==> src/rtl/alu_4bit.sv <==
// 4-bit ALU: eight adder-based ops and four bitwise ops, with result and
// C/V/Z/N flags captured in registers one cycle after the inputs.
module alu_4bit #(
  parameter int WIDTH = 4
) (
  input  logic             clk,
  input  logic             rst,
  input  logic [WIDTH-1:0] A,
  input  logic [WIDTH-1:0] B,
  input  logic [3:0]       G_select,
  output logic [WIDTH-1:0] G,
  output logic             C,
  output logic             V,
  output logic             Z,
  output logic             N
);

  logic             is_logic;
  logic [1:0]       op_sel;
  logic             cin;
  logic [WIDTH-1:0] y_operand;
  logic [WIDTH:0]   sum_full;
  logic [WIDTH-1:0] sum_low;
  logic             carry_into_msb;

  logic [WIDTH-1:0] and_v;
  logic [WIDTH-1:0] or_v;
  logic [WIDTH-1:0] xor_v;
  logic [WIDTH-1:0] not_v;

  logic [WIDTH-1:0] g_d, g_q;
  logic             c_d, c_q;
  logic             v_d, v_q;
  logic             z_d, z_q;
  logic             n_d, n_q;

  assign is_logic = G_select[3];
  assign op_sel   = G_select[2:1];
  assign cin      = G_select[0];

  // B-operand conditioning for the adder path.
  always_comb begin
    y_operand = '0;
    case (op_sel)
      2'b00:   y_operand = '0;
      2'b01:   y_operand = B;
      2'b10:   y_operand = ~B;
      default: y_operand = '1;
    endcase
  end

  assign sum_full = {1'b0, A} + {1'b0, y_operand} + (WIDTH+1)'(cin);

  // Sum of the lower bits alone; its top bit is the carry into the MSB,
  // which together with the carry out gives two's-complement overflow.
  assign sum_low = {1'b0, A[WIDTH-2:0]} + {1'b0, y_operand[WIDTH-2:0]} + WIDTH'(cin);
  assign carry_into_msb = sum_low[WIDTH-1];

  generate
    for (genvar gi = 0; gi < WIDTH; gi++) begin : g_bitwise
      assign and_v[gi] = A[gi] & B[gi];
      assign or_v[gi]  = A[gi] | B[gi];
      assign xor_v[gi] = A[gi] ^ B[gi];
      assign not_v[gi] = ~A[gi];
    end
  endgenerate

  always_comb begin
    g_d = '0;
    c_d = 1'b0;
    v_d = 1'b0;
    if (is_logic) begin
      case (op_sel)
        2'b00:   g_d = and_v;
        2'b01:   g_d = or_v;
        2'b10:   g_d = xor_v;
        default: g_d = not_v;
      endcase
    end else begin
      g_d = sum_full[WIDTH-1:0];
      c_d = sum_full[WIDTH];
      v_d = carry_into_msb ^ sum_full[WIDTH];
    end
    z_d = (g_d == '0);
    n_d = g_d[WIDTH-1];
  end

  always_ff @(posedge clk) begin
    if (rst) begin
      g_q <= '0;
      c_q <= 1'b0;
      v_q <= 1'b0;
      z_q <= 1'b1;
      n_q <= 1'b0;
    end else begin
      g_q <= g_d;
      c_q <= c_d;
      v_q <= v_d;
      z_q <= z_d;
      n_q <= n_d;
    end
  end

  assign G = g_q;
  assign C = c_q;
  assign V = v_q;
  assign Z = z_q;
  assign N = n_q;

endmodule

==> config.mk <==
export PLATFORM = sky130hd
export DESIGN_NAME = alu_4bit
export DESIGN_NICKNAME = d
export VERILOG_FILES = /design/src/rtl/alu_4bit.sv
export SDC_FILE = /design/constraint.sdc
export NUM_CORES = 1
export LEC_CHECK = 0
export ABC_AREA = 1
export BUFFER_PORTS_ARGS = -buffer_cell sky130_fd_sc_hd__buf_2
export CAP_MARGIN = 20
export CELL_PAD_IN_SITES_DETAIL_PLACEMENT = 2
export CELL_PAD_IN_SITES_GLOBAL_PLACEMENT = 2
export CORE_ASPECT_RATIO = 1.4
export CORE_MARGIN = 3
export CORE_UTILIZATION = 28
export CTS_BUF_LIST = sky130_fd_sc_hd__clkbuf_8
export CTS_CLUSTER_DIAMETER = 60
export DETAILED_ROUTE_END_ITERATION = 8
export GPL_ROUTABILITY_DRIVEN = 0
export PLACE_DENSITY = 0.9
export SYNTH_ARGS = -nofsm -noshare
export SYNTH_HDL_FRONTEND = slang
export SYNTH_SLANG_ARGS = --single-unit
==> constraint.sdc <==
create_clock -name clk -period 2.2 [get_ports clk]
set_input_delay 0.22 -clock clk [delete_from_list [all_inputs] [get_ports clk]]
set_output_delay 0.22 -clock clk [all_outputs]
set_load 0.02 [all_outputs]
== After elaboration in Yosys (flattened, before gate mapping) ==
Cells that the tools add are included.

* Bits in registers: 8
* Output and inout port bits: 8

* Eq/ne operators: 2
* Reductions and logical operators: 3
* Bitwise operators: 18
* Mux-type cells: 3
* $add $sub $neg: 4

{| class="wikitable"
|+ Operator list
! cell !! number
|-
| $pmux W4 S3 || 2
|-
| $add A4 B4 Y5 || 1
|-
| $add A5 B1 Y5 || 1
|-
| $xor A1 B1 Y1 || 5
|-
| $add A3 B3 Y4 || 1
|-
| $add A4 B1 Y4 || 1
|-
| $and A1 B1 Y1 || 4
|-
| $logic_not A4 Y1 || 1
|-
| $mux W4 || 1
|-
| $not A1 Y1 || 4
|-
| $not A4 Y4 || 1
|-
| $or A1 B1 Y1 || 4
|-
| $eq A2 B1 Y1 const B || 1
|-
| $eq A2 B2 Y1 const B || 1
|-
| $logic_not A2 Y1 || 1
|-
| $reduce_or A2 Y1 || 1
|}

== Depth between registers and ports, before layout ==
* Word-level depth: 6
* Gate-level depth with buffers: 13
* Mapped depth without buffers: 12

== Least setup slack after synthesis ==
Ideal clock, no wire load.

* Path type: input port to flip-flop
* Start point: input G_select[1]
* End point: register z_q, in the netlist Z
* Stages on the path: 11
* Library setup time: 64 ps
* Slack: 402 ps
* Data arrival time: 1,735 ps
* Cell sequence: buf_6 -> inv_4 -> nand2_1 -> o21ai_0 -> fa_1 -> inv_1 -> fa_1 -> o21ai_0 -> o21bai_2 -> nand3_1 -> nor2_1

* Longest elaborated chain between the ends: 6
* Elaborated cells between the ends (all ways): 9
* Those cells by class: 2 x add/sub; 2 x eq/ne; 3 x mux; 2 x reduce/logical

{| class="wikitable"
|+ Ends and longest elaborated chain
! what !! line !! RTL
|-
| start, declared || 10 || <nowiki>input logic [3:0] G_select,</nowiki>
|-
| $eq A2 B2 Y1, or another cell as far along || 44, 73 ||
|-
| $pmux W4 S3 || 44 || <nowiki>case (op_sel)</nowiki>
|-
| $add A4 B4 Y5 || 52 || <nowiki>assign sum_full = {1'b0, A} + {1'b0, y_operand} + (WIDTH+1)'(cin);</nowiki>
|-
| $add A5 B1 Y5 || 52 ||
|-
| $mux W4 * || 72 || <nowiki>if (is_logic) begin</nowiki>
|-
| $logic_not A4 Y1 * || 84 || <nowiki>z_d = (g_d == '0);</nowiki>
|-
| end signal, assigned || 99 || <nowiki>z_q <= z_d;</nowiki>
|-
| end, declared || 34 || <nowiki>logic z_d, z_q;</nowiki>
|}

Every way passes the cells marked *; elsewhere a longest branch is shown, timed or not.
A chain may end at the register's enable or synchronous reset.

== Worst setup path after layout ==
Same ends and word-level chain as after synthesis.

==> out/results.ini <==
[clock_network]
cts_sinks = 7
clock-root-buffer = clkbuf_8
ctsHoldBuffers = 0
cts_buffers = 3
clock_path_buffers = 2
h-tree-depth = 1
path_clk_slew_ps = 40
post_cts_buffers = 0
cts-resized-gates = 0
cts_tree = done

[detailed_routing]
drc = 0
wl_mm = 2.08
first_pass_iters = 4
wl_per_cell_um = 13.0
final_antenna_net_count = 0
num_vias = 726
drt_iter0_drc = 2
drt-vias-per-instance = 4.54

[power_and_ir_drop]
pwr-share-seq_pct = 29.5
p_sw_uw = 167
combPwrFrac_pct = 35.8
p_per_area_nw_per_um2 = 543
p_int_uw = 327
switching_share_pct = 33.8
ir_worst_vdd_uv = 195
pwr-share-clk_pct = 34.7
power_leakage_uw = 0.000529

[sta]
drv_slew = 0
fin_crit_sh_pct = 85.2
hold_violations = 0
fin_hold_ws_ps = 206
fmax_mhz = 533
setup_viol = 0
fin_ws_ps = 325
worstMarginPinSlew_ps = 397
rsz0062_at_grt = no
slew_headroom_pct = 73.3
fin_tns_setup_ps = 0
fin_crit_ps = 1880

[place]
placed_cell_area_um2 = 863
post-place-ws_ps = 29.2
io_buffers = 21
dp_hpwl_mm = 1.90

[final_layout]
syn_to_final_growth_pct = 21.8
fin_util_pct = 36.8
drive_above_1_share_pct = 27.8
nets = 154
diodes = 0
postLayoutCellArea_um2 = 908

[worst_setup_path]
crit_type = input pin to flip-flop
crit_fanout = 8
cp_data_arrival_time_ps = 2030
crit_path_end_kind = flip-flop
crit_path_start_kind = input pin
cp_data_required_time_ps = 2360

[yosys]
syn_nets = 131
ys_types = 23
ys_warn_count = 0
synth_top_area_cell = dfxtp_1
synth.top_cells.by_count = 18 x inv_1, 17 x nand2_1, 11 x ha_1
avgSynthCellArea_um2 = 7.17
async_flop_share_pct = 0
synth_edf_count = 0
ys.flop_type = dfxtp_1
ys_seq_elements = 7
ys_seq_area_share_pct = 18.8
synth_top_area_share_pct = 18.8
yosys-top-cells-area = dfxtp_1 19%, ha_1 18%, inv_1 9.1%
syn_inst = 104
netlist_area_um2 = 746
yosysMostFrequentCell = inv_1

[global_routing]
first_global_vias = 816
grt_max_degree = 10
grt_overflow = 0
track_usage_pct = 14.3
grt_pass1_wl_mm = 3.72
antenna_found_initial = 0

[floorplan]
rows = 21
dieHeight_um = 67.1
initial_core_util_pct = 30.2
die_w_um = 49.6
design.core.area_um2 = 2470
ios = 22
die_area_um2 = 3330

[flow_run]
max_cap_violations = 0

[status]
status = finished, final reports clean

[hold_path]
hold_class = input pin to flip-flop

==> state kept, by name, indices dropped and copies added, names as in the netlist <==
| name | count |
|---|---|
| C | 1 |
| G | 4 |
| V | 1 |
| Z | 1 |
==> worst max-delay path: stages <==
cell	delay (ps)
buf_2	220
inv_4	80
nand2_1	60
o21ai_0	90
fa_1	370
inv_1	90
fa_1	400
o21ai_0	160
o21bai_2	150
nand3_1	90
nor2_1	100
==> power by group through the flow <==
stage	clock network (uW)	registers [uW]	logic [uW]
after global routing	189	147	204
after CTS	174	146	182
after global placement	0	146	171
after detailed placement	0	148	181
final	171	145	177
after floorplan	0	166	105
==> path summary, 6_finish.rpt <==
| path | cells past startpoint | to | slack [ps] | startpoint |
|---|---|---|---|---|
| worst min-delay path | 2 | G[3]$_SDFF_PP0_ | 210 | rst |
| worst max-delay path | 11 | Z$_SDFF_PP1_ | 320 | G_select[1] |
==> cells by family after synthesis <==
family | Yosys count | synth area share (%)
compound gates | 18 | 14.3
flops | 7 | 18.8
xor+xnor | 1 | 1.17
fa+ha+maj | 13 | 23.8
simple gates | 40 | 26.5
buf+inv | 25 | 15.4
==> cell usage in the layout (no fill, tap or decap), types with 2 or more instances in the layout <==
| cell type | synthesis | final |
|---|---|---|
| inv_1 | 18 | 19 |
| buf_2 | 0 | 21 |
| inv_2 | 3 | 3 |
| nand3_1 | 10 | 10 |
| dfxtp_1 | 7 | 7 |
| o21ai_0 | 7 | 7 |
| ha_1 | 11 | 11 |
| a21oi_1 | 4 | 4 |
| o21ai_1 | 3 | 3 |
| nor2_4 | 2 | 2 |
| clkbuf_8 | 0 | 3 |
| nand2_1 | 17 | 17 |
| nor2_1 | 7 | 7 |
| a21oi_2 | 2 | 2 |
| fa_1 | 2 | 2 |
==> routing by layer <==
metal  track usage [%]  up-vias  share of wire [%]
met5                 0        -                  0
met4              4.15        0                  0
met3              1.34        0                3.9
met2              30.1       19                 58
met1              14.3      339                 38
li1                  -      368                  -
==> final cells by class <==
type                            count  area [um^2]
Fill cell                         327         1560
Multi-Input combinational cell     72          490
Sequential cell                     7          140
Timing Repair Buffer               21          105
Inverter                           22         85.1
Tap cell                           34         42.5
Clock buffer                        3         41.3
Clock inverter                      1         3.75
==> stage by stage <==
| step | cells | total power (uW) |
|---|---|---|
| after floorplan | 104 | 271 |
| after global placement | 156 | 317 |
| after detailed placement | 156 | 329 |
| after CTS | 160 | 502 |
| after global routing | 160 | 540 |
| final | 160 | 493 |
(Power assumes the default switching activity.)
